`config.mk`:
```
export PLATFORM = sky130hd
export DESIGN_NAME = mac_accum_ctrl_flat
export DESIGN_NICKNAME = d
export VERILOG_FILES = /design/src/rtl/mac_accum_ctrl_if.sv /design/src/rtl/mac_accum_ctrl.sv /design/src/flat_wrapper.sv
export SDC_FILE = /design/constraint.sdc
export NUM_CORES = 1
export LEC_CHECK = 0
export BUFFER_PORTS_ARGS = -buffer_cell sky130_fd_sc_hd__buf_4
export CAP_MARGIN = 20
export CORE_MARGIN = 8
export CORE_UTILIZATION = 45
export DETAILED_ROUTE_END_ITERATION = 6
export PLACE_DENSITY = 0.79
export SLEW_MARGIN = 20
export SYNTH_ARGS = -nofsm -noshare
export SYNTH_HDL_FRONTEND = slang
export SYNTH_SLANG_ARGS = --single-unit
```
`constraint.sdc`:
```
create_clock -name clk -period 2.4 [get_ports clk]
set_input_delay 0.48 -clock clk [delete_from_list [all_inputs] [get_ports clk]]
set_output_delay 0.48 -clock clk [all_outputs]
set_load 0.005 [all_outputs]
```
`src/rtl/mac_accum_ctrl_if.sv`:
```
// mac_accum_ctrl_if: job, operand-fetch, accumulator-control and result signals of mac_accum_ctrl.
// The abort input exists only when MAC_ACCUM_CTRL_ABORT_EN is defined.
interface mac_accum_ctrl_if;
    logic        start;
    logic [7:0]  vec_len;
    logic [4:0]  q_frac_in;
    logic        op_valid;
    logic        op_ready;
    logic [7:0]  op_idx;
    logic        acc_clr;
    logic        acc_en;
    logic [4:0]  q_frac;
    logic [15:0] norm_result;
    logic [15:0] result;
    logic        res_valid;
    logic        res_ready;
    logic        busy;
`ifdef MAC_ACCUM_CTRL_ABORT_EN
    logic        abort;
    modport master (
        input  start, vec_len, q_frac_in, op_ready, norm_result, res_ready, abort,
        output op_valid, op_idx, acc_clr, acc_en, q_frac, result, res_valid, busy
    );
    modport slave (
        output start, vec_len, q_frac_in, op_ready, norm_result, res_ready, abort,
        input  op_valid, op_idx, acc_clr, acc_en, q_frac, result, res_valid, busy
    );
`else
    modport master (
        input  start, vec_len, q_frac_in, op_ready, norm_result, res_ready,
        output op_valid, op_idx, acc_clr, acc_en, q_frac, result, res_valid, busy
    );
    modport slave (
        output start, vec_len, q_frac_in, op_ready, norm_result, res_ready,
        input  op_valid, op_idx, acc_clr, acc_en, q_frac, result, res_valid, busy
    );
`endif
endinterface

```
`src/rtl/mac_accum_ctrl.sv`:
```
// mac_accum_ctrl: sequences a dot-product job (clear, operand issue, pipeline drain, normalize, hold result).
// Optional abort input enabled by MAC_ACCUM_CTRL_ABORT_EN.
module mac_accum_ctrl #(
    parameter int PIPE_LAT = 3,
    parameter int NORM_LAT = 1
) (
    input logic              clk,
    input logic              rst_n,
    mac_accum_ctrl_if.master bus
);
    localparam int NW = $clog2(NORM_LAT + 1);
    typedef enum logic [2:0] {IDLE, CLEAR, ISSUE, DRAIN, NORM, HOLD} state_t;
    state_t state, state_nxt;
    logic [7:0] len, cnt;
    logic [PIPE_LAT-1:0] sr, sr_nxt;
    logic [NW-1:0] ncnt;
    logic [15:0] res;
    logic [4:0] qf;
    logic xfer, norm_done, abort_hit;
    assign xfer      = bus.op_valid && bus.op_ready;
    assign sr_nxt    = (sr << 1) | PIPE_LAT'(xfer);
    assign norm_done = ncnt == NW'(NORM_LAT - 1);
`ifdef MAC_ACCUM_CTRL_ABORT_EN
    assign abort_hit = bus.abort && state inside {CLEAR, ISSUE, DRAIN, NORM};
`else
    assign abort_hit = 1'b0;
`endif
    assign bus.op_valid  = state == ISSUE;
    assign bus.op_idx    = cnt;
    assign bus.acc_clr   = state == CLEAR;
    assign bus.acc_en    = sr[PIPE_LAT-1];
    assign bus.q_frac    = qf;
    assign bus.result    = res;
    assign bus.res_valid = state == HOLD;
    assign bus.busy      = state != IDLE;
    always_ff @(posedge clk or negedge rst_n) begin
        if (!rst_n) state <= IDLE;
        else        state <= state_nxt;
    end
    // DRAIN leaves on the cycle whose shift makes the pipe empty, so NORM starts right after the last accumulate
    always_comb begin
        state_nxt = state;
        if (abort_hit) state_nxt = IDLE;
        else begin
            case (state)
                IDLE:    state_nxt = bus.start ? (bus.vec_len == 8'd0 ? HOLD : CLEAR) : IDLE;
                CLEAR:   state_nxt = ISSUE;
                ISSUE:   state_nxt = (xfer && cnt == len - 8'd1) ? DRAIN : ISSUE;
                DRAIN:   state_nxt = sr_nxt == '0 ? NORM : DRAIN;
                NORM:    state_nxt = norm_done ? HOLD : NORM;
                HOLD:    state_nxt = bus.res_ready ? IDLE : HOLD;
                default: state_nxt = IDLE;
            endcase
        end
    end
    always_ff @(posedge clk or negedge rst_n) begin
        if (!rst_n) begin
            len  <= '0;
            cnt  <= '0;
            sr   <= '0;
            ncnt <= '0;
            res  <= '0;
            qf   <= '0;
        end else begin
            sr   <= abort_hit ? '0 : sr_nxt;
            ncnt <= (state == NORM && !norm_done && !abort_hit) ? ncnt + 1'b1 : '0;
            if (state == IDLE && bus.start) begin
                len <= bus.vec_len;
                qf  <= bus.q_frac_in;
                cnt <= '0;
                if (bus.vec_len == 8'd0) res <= '0;
            end else if (xfer && !abort_hit) cnt <= cnt + 8'd1;
            if (state == NORM && norm_done && !abort_hit) res <= bus.norm_result;
        end
    end
endmodule
```
`src/flat_wrapper.sv`:
```
// flat-port wrapper written by rule: the top's interface ports become plain ports
module mac_accum_ctrl_flat 
#(
    parameter int PIPE_LAT = 3,
    parameter int NORM_LAT = 1
)
  (clk, rst_n, bus_start, bus_vec_len, bus_q_frac_in, bus_op_ready, bus_norm_result, bus_res_ready, bus_op_valid, bus_op_idx, bus_acc_clr, bus_acc_en, bus_q_frac, bus_result, bus_res_valid, bus_busy);
  mac_accum_ctrl_if bus_i ();
  input logic clk;
  input logic rst_n;
  input wire logic [$bits(bus_i.start)-1:0] bus_start;
  input wire logic [$bits(bus_i.vec_len)-1:0] bus_vec_len;
  input wire logic [$bits(bus_i.q_frac_in)-1:0] bus_q_frac_in;
  input wire logic [$bits(bus_i.op_ready)-1:0] bus_op_ready;
  input wire logic [$bits(bus_i.norm_result)-1:0] bus_norm_result;
  input wire logic [$bits(bus_i.res_ready)-1:0] bus_res_ready;
  output wire logic [$bits(bus_i.op_valid)-1:0] bus_op_valid;
  output wire logic [$bits(bus_i.op_idx)-1:0] bus_op_idx;
  output wire logic [$bits(bus_i.acc_clr)-1:0] bus_acc_clr;
  output wire logic [$bits(bus_i.acc_en)-1:0] bus_acc_en;
  output wire logic [$bits(bus_i.q_frac)-1:0] bus_q_frac;
  output wire logic [$bits(bus_i.result)-1:0] bus_result;
  output wire logic [$bits(bus_i.res_valid)-1:0] bus_res_valid;
  output wire logic [$bits(bus_i.busy)-1:0] bus_busy;
  assign bus_i.start = bus_start;
  assign bus_i.vec_len = bus_vec_len;
  assign bus_i.q_frac_in = bus_q_frac_in;
  assign bus_i.op_ready = bus_op_ready;
  assign bus_i.norm_result = bus_norm_result;
  assign bus_i.res_ready = bus_res_ready;
  assign bus_op_valid = bus_i.op_valid;
  assign bus_op_idx = bus_i.op_idx;
  assign bus_acc_clr = bus_i.acc_clr;
  assign bus_acc_en = bus_i.acc_en;
  assign bus_q_frac = bus_i.q_frac;
  assign bus_result = bus_i.result;
  assign bus_res_valid = bus_i.res_valid;
  assign bus_busy = bus_i.busy;
  mac_accum_ctrl #(.PIPE_LAT(PIPE_LAT), .NORM_LAT(NORM_LAT)) u_core (.clk(clk), .rst_n(rst_n), .bus(bus_i));
endmodule
```
Word level (Yosys, flattened, before mapping). Index checks and enable logic that the tools add are counted.

Flip-flop bits (word level): 44. Output and inout port bits: 34. Logic and storage cells: 44.

Add/subtract/negate cells: 3. Equal/unequal tests: 6. Multiplexer cells: 13. Bitwise gates (word level): 2. Reduce and logical (&&, ||, !) cells: 13.

Operators with widths (number): $mux 16 (3); $pmux 3 s6 (1); $mux 8 (2); $mux 3 (4); $add 8x1->8 const B (1); $eq 8x8->1 (1); $logic_not 8->1 (1); $sub 8x1->8 const B (1); $eq 3x2->1 const B (2); $eq 3x3->1 const B (2); $logic_not 3->1 (2); $reduce_bool 2->1 (3); $logic_and 1x1->1 (5); $eq 3x1->1 const B (1); $mux 1 (3); $or 3x1->3 (1); $reduce_bool 3->1 (1); $reduce_and 2->1 (1); $add 1x1->1 const B (1); $not 1->1 (1).

Logic depth before layout (Yosys ltp). Gate-level depths: netlist (run 1).

Depth in word-level cells: 6. Mapped depth: 7.

Worst setup path after synthesis (run 1). OpenSTA, ideal clock, no wires.

Path type: flip-flop to flip-flop. Start point: register u_core.state[1]. End point: register u_core.len[2]. Arrival: 1.556 ns. Data required time: 2.275 ns. Path slack: 0.719 ns. Stages on the path, launching flop included: 6. Clock period less this slack: 1.681 ns. Cells stage by stage: dfrtp_1 buf_6 or3_4 nor2_8 buf_4 mux2_2.

Longest elaborated chain between the ends: 2.

RTL lines: from (decl) (RTL line mac_accum_ctrl.sv:13) `state_t state, state_nxt;`; from (signal assigned) (RTL line mac_accum_ctrl.sv:38) `else state <= state_nxt;`; $logic_not 3->1 (RTL line mac_accum_ctrl.sv:67) `if (state == IDLE && bus.start) begin`; $logic_and 1x1->1 (RTL line mac_accum_ctrl.sv:67); to (signal assigned) (RTL line mac_accum_ctrl.sv:68) `len <= bus.vec_len;`; to (decl) (RTL line mac_accum_ctrl.sv:14) `logic [7:0] len, cnt;`.

Every way passes these cells. A chain may end at the register's enable or synchronous reset.

Final worst setup path (run 1).
Start point: register u_core.state[0]. End point: register u_core.len[4].

Same word-level chain as after synthesis.

==> results of run 1 <==
[cells in the mapped netlist, types with 2 or more instances]
library cell | instances | share of area, %
xor2_1 | 9 | 3.9
nor3_1 | 5 | 1.2
o21ai_0 | 5 | 1.2
nor2_1 | 12 | 2.2
a31oi_1 | 2 | 0.61
buf_6 | 2 | 1.1
and3_1 | 2 | 0.61
dfrtp_1 | 44 | 54
inv_1 | 5 | 0.92
xnor2_1 | 7 | 3.0
ha_1 | 2 | 1.2
nand2_1 | 7 | 1.3
nand3_1 | 3 | 0.74
a22o_1 | 16 | 6.9
a21oi_1 | 4 | 0.98
nor4_1 | 4 | 1.2
buf_4 | 3 | 1.1
nand4_1 | 3 | 0.92
nand2b_1 | 5 | 1.5
buf_2 | 2 | 0.49
mux2_2 | 11 | 6.1
[cells by family after synthesis]
kind of cell / after synthesis / synth area share [%]
multiplexers: 12 / 6.564
XOR/XNOR: 16 / 6.871
buffers and inverters: 13 / 3.803
AO/OA/AOI/OAI: 33 / 13.13
flip-flops: 44 / 53.99
AND/OR/NAND/NOR: 48 / 14.23
adder cells (fa/ha/maj): 2 / 1.227
other: 1 / 0.1839
[state kept, by name, indices dropped and copies added (netlist names)]
register / count
u_core.ncnt: 1
u_core.bus.result: 16
u_core.bus.q_frac: 5
u_core.state: 3
u_core.sr: 3
u_core.bus.op_idx: 8
u_core.len: 8
[worst max-delay path: cells and delay by family (launching register included)]
kind,cells,cell delay (ns)
muxes,1,0.34
DFF,1,0.50
buffers and inverters,1,0.24
and+or+nand+nor,2,0.71
[path summary, 6_finish.rpt]
path / start / endpoint / slack, ns / cells after the start
max in group asynchronous: rst_n / u_core.bus.op_idx[2]$_DFFE_PN0P_ / 1.85 / 1
max reg2reg: u_core.state[0]$_DFF_PN0_ / u_core.len[4]$_DFFE_PN0P_ / 0.50 / 4
min: rst_n / u_core.bus.result[12]$_DFFE_PN0P_ / 0.17 / 1
min reg2reg: u_core.sr[1]$_DFF_PN0_ / u_core.sr[2]$_DFF_PN0_ / 0.38 / 0
min in group clk: u_core.sr[1]$_DFF_PN0_ / u_core.sr[2]$_DFF_PN0_ / 0.38 / 0
max: u_core.state[0]$_DFF_PN0_ / u_core.len[4]$_DFFE_PN0P_ / 0.50 / 4
[power breakdown]
group	leakage (nW)	switching [W]	internal, W
clock	0.0552	0.000231	0.000309
combinational	0.707	0.000556	0.000764
sequential	0.554	0.000285	0.00105
[metrics by stage]
step / hold slack (ns) / util, % / setup slack (ns)
2_1_floorplan: 0.1844 / - / 0.7195
3_3_place_gp: 0.3601 / 59.22 / 0.5425
3_5_place_dp: 0.3704 / 59.22 / 0.5129
4_1_cts: 0.1886 / 61.70 / 0.4984
5_1_grt: 0.2105 / 61.70 / 0.4316
6_report: 0.1694 / 61.70 / 0.4988
[routing by layer]
metal | up-vias | global-route usage [%] | wire length [microns]
met3 | 8 | 3.809 | 285
met2 | 57 | 21.50 | 2167
met1 | 759 | 17.83 | 2201
met5 | - | 0 | 0
li1 | 751 | - | -
met4 | 0 | 5.272 | 64
[cell usage in the layout (no fill, tap or decap), types with 2 or more instances in the layout]
cell type	instances
nand2_1	7
o21ai_0	5
buf_4	71
a21oi_1	4
mux2_2	11
nand2b_1	5
inv_1	5
nor4_1	4
nand3_1	3
xnor2_1	7
a31oi_1	2
dfrtp_1	44
a22o_1	16
nor2_1	12
xor2_1	9
ha_1	2
clkbuf_8	5
nor3_1	5
and3_1	2
nand4_1	3
[area by class of cell]
| cell class | instances | area [sq um] |
|---|---|---|
| fillers | 367 | 1668 |
| flip-flops and latches | 44 | 1101 |
| multi-input cells | 112 | 860.8 |
| repair buffers | 71 | 533.0 |
| clock buffers | 6 | 72.57 |
| well taps | 52 | 65.06 |
| clock inverters | 2 | 35.03 |
| inverters | 5 | 18.77 |
==> flow_summary_export.csv, run 1 <==
group,metric,value,unit
run_status,status,"complete, no violations",
grt,grt_start_max_net_pins,45,
clock_network,numCtsBuffers,5,
place,hpwl,3.522,mm
floorplan,ioPinCount,68,
clock_network,ctsHoldBuffers,0,
synth,ys_warn_count,0,
final_layout,fin_area,2686,sq um
critical_path,path_max_fanout,16,
synth,synth_nets,205,
final_layout,syn2layout_area_growth,31.72,%
power_and_ir_drop,powerDensity,1188,nW/um^2
timing,finalHoldViolCount,0,
routing,drt_pre_antenna_iters,4,
routing,drcViolationCount,0,
timing,tightestPinTransition,0.5423,ns
critical_path,setup.worst_path.start_class,"register",
clock_network,clockBufferDepth,2,
place,placed_area,2579,sq um
critical_path,end_kind,"register",
synth,synth.distinct_cells,37,
grt,grt_use_total,13.85,%
final_layout,fin_cells,292,
critical_path,cp_slowest_cell,"dfrtp_1",
synth,postSynthAreaPerCell,12.07,sq um
synth,netlist_area,2039,sq um
timing,timing.setup.tns,0,ns
final_layout,num-nets-final,275,
clock_network,clk-insertion-delay-late,0.29,ns
routing,vias_per_cell,5.394,
power_and_ir_drop,total_power,0.003191,W
clock_network,cts_tree,"done",
final_layout,diodes,0,
timing,setup_viol,0,
timing,min_period,1.901,ns
place,port_buffers,67,
critical_path,worst_path_largest_cell_delay,0.50,ns
timing,finClkSkew,0.003241,ns
synth,ys_seq_area_share,53.99,%
clock_network,post_cts_resized,0,
run,drv_cap,0,
synth,synthCells,169,
final_layout,drive_gt1_share,39.58,%
clock_network,clock-root-buffer,"clkbuf_8",
grt,grt_overflow,0,
critical_path,worst_ep_required_time,2.58,ns
routing,postRouteAntennaNets,0,
clock_network,cts_sinks,44,
grt,grt_pass1_wl,7.983,mm
clock_network,clk_pin_slew,0.08,ns
critical_path,cp_data_arrival_time,2.08,ns
clock_network,h-tree-depth,2,
timing,drv_slew,0,
timing,fin_crit_sh,79.22,%
synth,synthArstFlopShare,100.0,%
routing,drtIter0Drc,95,
critical_path,path_class,"register to register",
place,dp_cells,284,
power_and_ir_drop,p_leak,1.317,nW
synth,synth_seq_cells,44,
min_path,hold_path_class,"input pin to asynchronous set/reset pin",
timing,slew_headroom,63.85,%
floorplan,fp.dieW,83.32,microns
timing,timing.fmax,0.5260,GHz
synth,synth_edf_count,0,
grt,antenna_found_initial,0,
place,gp_congestion,0.8429,
synth,synthFlopType,"dfrtp_1",
power_and_ir_drop,ir_worst_vdd,0.6582,mV
timing,rsz0062_at_grt,"no",
grt,grt_pass1_vias,1578,
clock_network,cts_setup_buffers,0,
floorplan,coreArea,4354,sq um
floorplan,die_area,6942,sq um
routing,wl_per_cell,16.15,microns
floorplan,die-height,83.32,microns
routing,wl,4.717,mm
floorplan,rows,24,
critical_path,crit_chain,"or3_4, nor2_8, buf_4, mux2_2",
floorplan,start_util,46.84,%
routing,route.vias.total,1575,
No activity file was read; power rests on OpenSTA's default activity.
==> run 2, diff against run 1 <==
- clock period: 2.4 -> 1.9 ns (I/O delays scaled with it)
==> flow_summary_export.csv, run 2 (synthesis results as in run 1) <==
group,metric,value,unit
routing,postRouteAntennaNets,0,
clock_network,clk_pin_slew,0.08,ns
clock_network,cts_tree,"done",
routing,met1_length,2.195,mm
floorplan,die_area,6942,sq um
final_layout,fin_cells,295,
floorplan,rows,24,
grt,grt_use_total,14.08,%
run,drv_cap,0,
place,hpwl,3.534,mm
clock_network,cts_setup_buffers,0,
timing,fin_crit_sh,90.79,%
critical_path,crit_path_start,"u_core.len[0]$_DFFE_PN0P_",
place,dp_cells,287,
routing,wl_met3,304,microns
final_layout,num-nets-final,278,
timing,finClkSkew,0.003906,ns
routing,route.vias.total,1538,
timing,drv_slew,0,
timing,hold_ws,0.07494,ns
critical_path,worstReg2RegEnd,"u_core.state[0]$_DFF_PN0_",
timing,fin_ws,0.1749,ns
power_and_ir_drop,p_leak,1.330,nW
timing,timing.fmax,0.5797,GHz
grt,antenna_found_initial,0,
timing,finalHoldViolCount,0,
routing,drtIter0Drc,62,
routing,wl_met2,2.218,mm
final_layout,syn2layout_area_growth,33.31,%
routing,top_layer_used,"met4",
critical_path,reg2reg_from,"u_core.len[0]$_DFFE_PN0P_",
critical_path,path_max_fanout,6,
floorplan,ioPinCount,68,
critical_path,r2r_cells,7,
floorplan,die-height,83.32,microns
floorplan,start_util,46.84,%
grt,grt_overflow,0,
critical_path,end_kind,"register",
run_status,status,"complete, no violations",
routing,vias_per_cell,5.214,
timing,timing.setup.tns,0,ns
routing,drcViolationCount,0,
grt,grt_pass1_vias,1593,
clock_network,clk-insertion-delay-late,0.29,ns
routing,wl_per_cell,16.27,microns
final_layout,fin_util,62.44,%
critical_path,cp_data_arrival_time,1.91,ns
timing,slew_headroom,63.75,%
timing,rsz0062_at_grt,"no",
routing,drt_pre_antenna_iters,5,
final_layout,layout_common_cells,"buf_4, dfrtp_1, a22o_1",
clock_network,post_cts_resized,0,
power_and_ir_drop,ir_worst_vdd,0.8021,mV
clock_network,h-tree-depth,2,
place,place_ws,0.1028,ns
critical_path,setup.worst_path.start_class,"register",
floorplan,coreArea,4354,sq um
clock_network,numCtsBuffers,5,
clock_network,clock-root-buffer,"clkbuf_8",
critical_path,worst_ep_required_time,2.08,ns
place,port_buffers,67,
floorplan,fp.dieW,83.32,microns
grt,grt_start_max_net_pins,45,
min_path,hold_path_class,"input pin to asynchronous set/reset pin",
timing,min_period,1.725,ns
final_layout,drive_gt1_share,41.56,%
critical_path,r2r_slack,0.17,ns
final_layout,largest_reg_flops,16,
final_layout,diodes,0,
clock_network,clockBufferDepth,2,
critical_path,path_class,"register to register",
grt,grt_pass1_wl,8.183,mm
timing,tightestPinTransition,0.5437,ns
final_layout,final_common_cell,"buf_4",
place,gp_congestion,0.8565,
clock_network,cts_sinks,44,
power_and_ir_drop,powerDensity,1509,nW/um^2
clock_network,ctsHoldBuffers,0,
timing,setup_viol,0,
routing,wl,4.800,mm
==> run 2: cell types whose count changed in the layout (fill, tap and decap cells not counted), sizes merged <==
cell and change:
buf +3
==> run 2: through the flow <==
step	power, W	cell area (sq um)
3_5_place_dp	0.003422	2601
6_report	0.004104	2719
4_1_cts	0.004138	2709
3_3_place_gp	0.003370	2601
2_1_floorplan	0.002667	2039
5_1_grt	0.004399	2719
==> run 2: layout make-up <==
| type | instances | area (sq um) |
|---|---|---|
| inverter | 5 | 18.77 |
| tap | 52 | 65.06 |
| clock buffer | 6 | 72.57 |
| fill | 348 | 1635 |
| timing repair buffer | 74 | 555.5 |
| multi-input combinational | 112 | 869.6 |
| sequential | 44 | 1102 |
| clock inverter | 2 | 35.03 |
==> run 2: report_power, final <==
group          internal (W)  total, W  switching, W
Combinational       0.00101   0.00177      0.000757
Sequential          0.00132   0.00165      0.000325
Clock              0.000390  0.000689      0.000299
==> run 2: critical path, stage by stage (launching register included) <==
cell	delay, ns
dfrtp_2	0.46
inv_1	0.09
ha_2	0.24
xnor2_1	0.12
and4b_1	0.20
a41o_1	0.09
a21oi_1	0.05
o41ai_2	0.37
==> run 2: worst max path at each step <==
| stage | to |
|---|---|
| floorplan | u_core.len[2]$_DFFE_PN0P_ |
| global placement | u_core.state[0]$_DFF_PN0_ |
| detailed placement | u_core.state[0]$_DFF_PN0_ |
| CTS | u_core.state[0]$_DFF_PN0_ |
| global route | u_core.state[0]$_DFF_PN0_ |
| finish | u_core.state[0]$_DFF_PN0_ |
==> run 2: layer usage <==
layer | track usage [%] | up-vias
li1 | - | 750
met1 | 18.00 | 721
met2 | 21.71 | 58
met3 | 4.297 | 9
met4 | 5.272 | 0
met5 | 0 | -
==> run 3, diff against run 2 <==
- PLACE_DENSITY: 0.79 -> 0.72
==> flow_summary_export.csv, run 3 (synthesis results as in run 1) <==
group,metric,value,unit
clock_network,numCtsBuffers,5,
floorplan,coreArea,4354,sq um
clock_network,clock-root-buffer,"clkbuf_8",
critical_path,path_max_fanout,8,
clock_network,clockBufferDepth,2,
routing,wl_per_cell,16.31,microns
routing,drt_pre_antenna_iters,4,
critical_path,cp_data_arrival_time,1.91,ns
run_status,status,"complete, no violations",
final_layout,layout_common_cells,"buf_4, dfrtp_1, a22o_1",
run,drv_cap,0,
grt,grt_start_max_net_pins,45,
timing,slew_headroom,63.44,%
final_layout,final_common_cell,"buf_4",
critical_path,r2r_slack,0.17,ns
clock_network,cts_sinks,44,
grt,grt_pass1_vias,1609,
final_layout,fin_util,61.78,%
floorplan,ioPinCount,68,
timing,setup_viol,0,
timing,timing.setup.tns,0,ns
grt,antenna_found_initial,0,
critical_path,end_kind,"register",
final_layout,drive_gt1_share,41.74,%
floorplan,die-height,83.32,microns
power_and_ir_drop,p_leak,1.315,nW
power_and_ir_drop,powerDensity,1470,nW/um^2
timing,fin_ws,0.1717,ns
grt,grt_pass1_wl,8.010,mm
routing,drcViolationCount,0,
clock_network,h-tree-depth,2,
routing,wl,4.795,mm
critical_path,worstReg2RegEnd,"u_core.state[0]$_DFF_PN0_",
min_path,hold_path_class,"input pin to asynchronous set/reset pin",
timing,timing.fmax,0.5786,GHz
critical_path,r2r_cells,5,
clock_network,clk_pin_slew,0.08,ns
floorplan,fp.dieW,83.32,microns
grt,grt_use_total,13.87,%
clock_network,clk-insertion-delay-late,0.29,ns
place,hpwl,3.624,mm
final_layout,largest_reg_flops,16,
timing,rsz0062_at_grt,"no",
floorplan,die_area,6942,sq um
final_layout,syn2layout_area_growth,31.90,%
place,place_ws,0.08919,ns
clock_network,cts_tree,"done",
timing,finClkSkew,0.003994,ns
timing,fin_crit_sh,90.96,%
place,gp_congestion,0.8538,
power_and_ir_drop,ir_worst_vdd,0.6840,mV
routing,drtIter0Drc,37,
critical_path,reg2reg_from,"u_core.len[2]$_DFFE_PN0P_",
final_layout,diodes,0,
timing,finalHoldViolCount,0,
floorplan,rows,24,
place,port_buffers,67,
routing,vias_per_cell,5.364,
timing,tightestPinTransition,0.5484,ns
timing,drv_slew,0,
final_layout,num-nets-final,278,
critical_path,worst_ep_required_time,2.08,ns
grt,grt_overflow,0,
critical_path,setup.worst_path.start_class,"register",
clock_network,cts_setup_buffers,0,
critical_path,path_class,"register to register",
routing,postRouteAntennaNets,0,
timing,min_period,1.728,ns
floorplan,start_util,46.84,%
routing,route.vias.total,1577,
run 3: worst max-delay path by stage:
stage	from	to	slack, ns
6_report	u_core.len[2]$_DFFE_PN0P_	u_core.state[0]$_DFF_PN0_	0.17
5_1_grt	u_core.len[0]$_DFFE_PN0P_	u_core.state[0]$_DFF_PN0_	0.02
4_1_cts	u_core.len[0]$_DFFE_PN0P_	u_core.state[0]$_DFF_PN0_	0.07
3_5_place_dp	u_core.len[0]$_DFFE_PN0P_	u_core.state[0]$_DFF_PN0_	0.09
3_3_place_gp	u_core.len[0]$_DFFE_PN0P_	u_core.state[0]$_DFF_PN0_	0.11
2_1_floorplan	u_core.state[1]$_DFF_PN0_	u_core.len[2]$_DFFE_PN0P_	0.22
run 3: routing by layer:
layer,global-route usage (%),up-vias,routed length (microns)
li1,-,750,-
met1,17.10,782,2201
met2,22.49,43,2333
met3,4.297,2,227
met4,4.313,0,32
met5,0,-,0
run 3: power breakdown:
part           leakage (nW)  internal, W  total (W)  switching, W
combinational         0.722      0.00101    0.00176      0.000749
clock                0.0410     0.000250   0.000543      0.000293
sequential            0.552      0.00133    0.00165      0.000326
run 3: timing repair:
action                     in CTS  in global routing
setup endpoints to repair       0                  1
hold buffers                    0                  0
resized for setup               0                  4
run 3: area by class of cell:
type / count / area [sq um]
Fill cell: 373 / 1664
Multi-Input combinational cell: 112 / 869.6
Clock inverter: 1 / 5.005
Inverter: 5 / 18.77
Tap cell: 52 / 65.06
Sequential cell: 44 / 1104
Clock buffer: 6 / 72.57
Timing Repair Buffer: 74 / 555.5
run 3: critical path, cell delays in order (launching register included):
cell	delay, ns
dfrtp_1	0.47
nor4_2	0.41
and4b_1	0.25
a41o_1	0.09
a21oi_1	0.05
o41ai_2	0.36
run 3: per-stage QoR:
step / area [sq um] / power [W] / hold WS [ns] / std cells
after floorplan: 2039 / 0.002667 / 0.08441 / 169
after global placement: 2601 / 0.003378 / 0.3799 / 287
after detailed placement: 2601 / 0.003422 / 0.3865 / 287
after CTS: 2679 / 0.003974 / 0.09199 / 294
after global routing: 2690 / 0.004252 / 0.1067 / 294
final: 2690 / 0.003954 / 0.07654 / 294
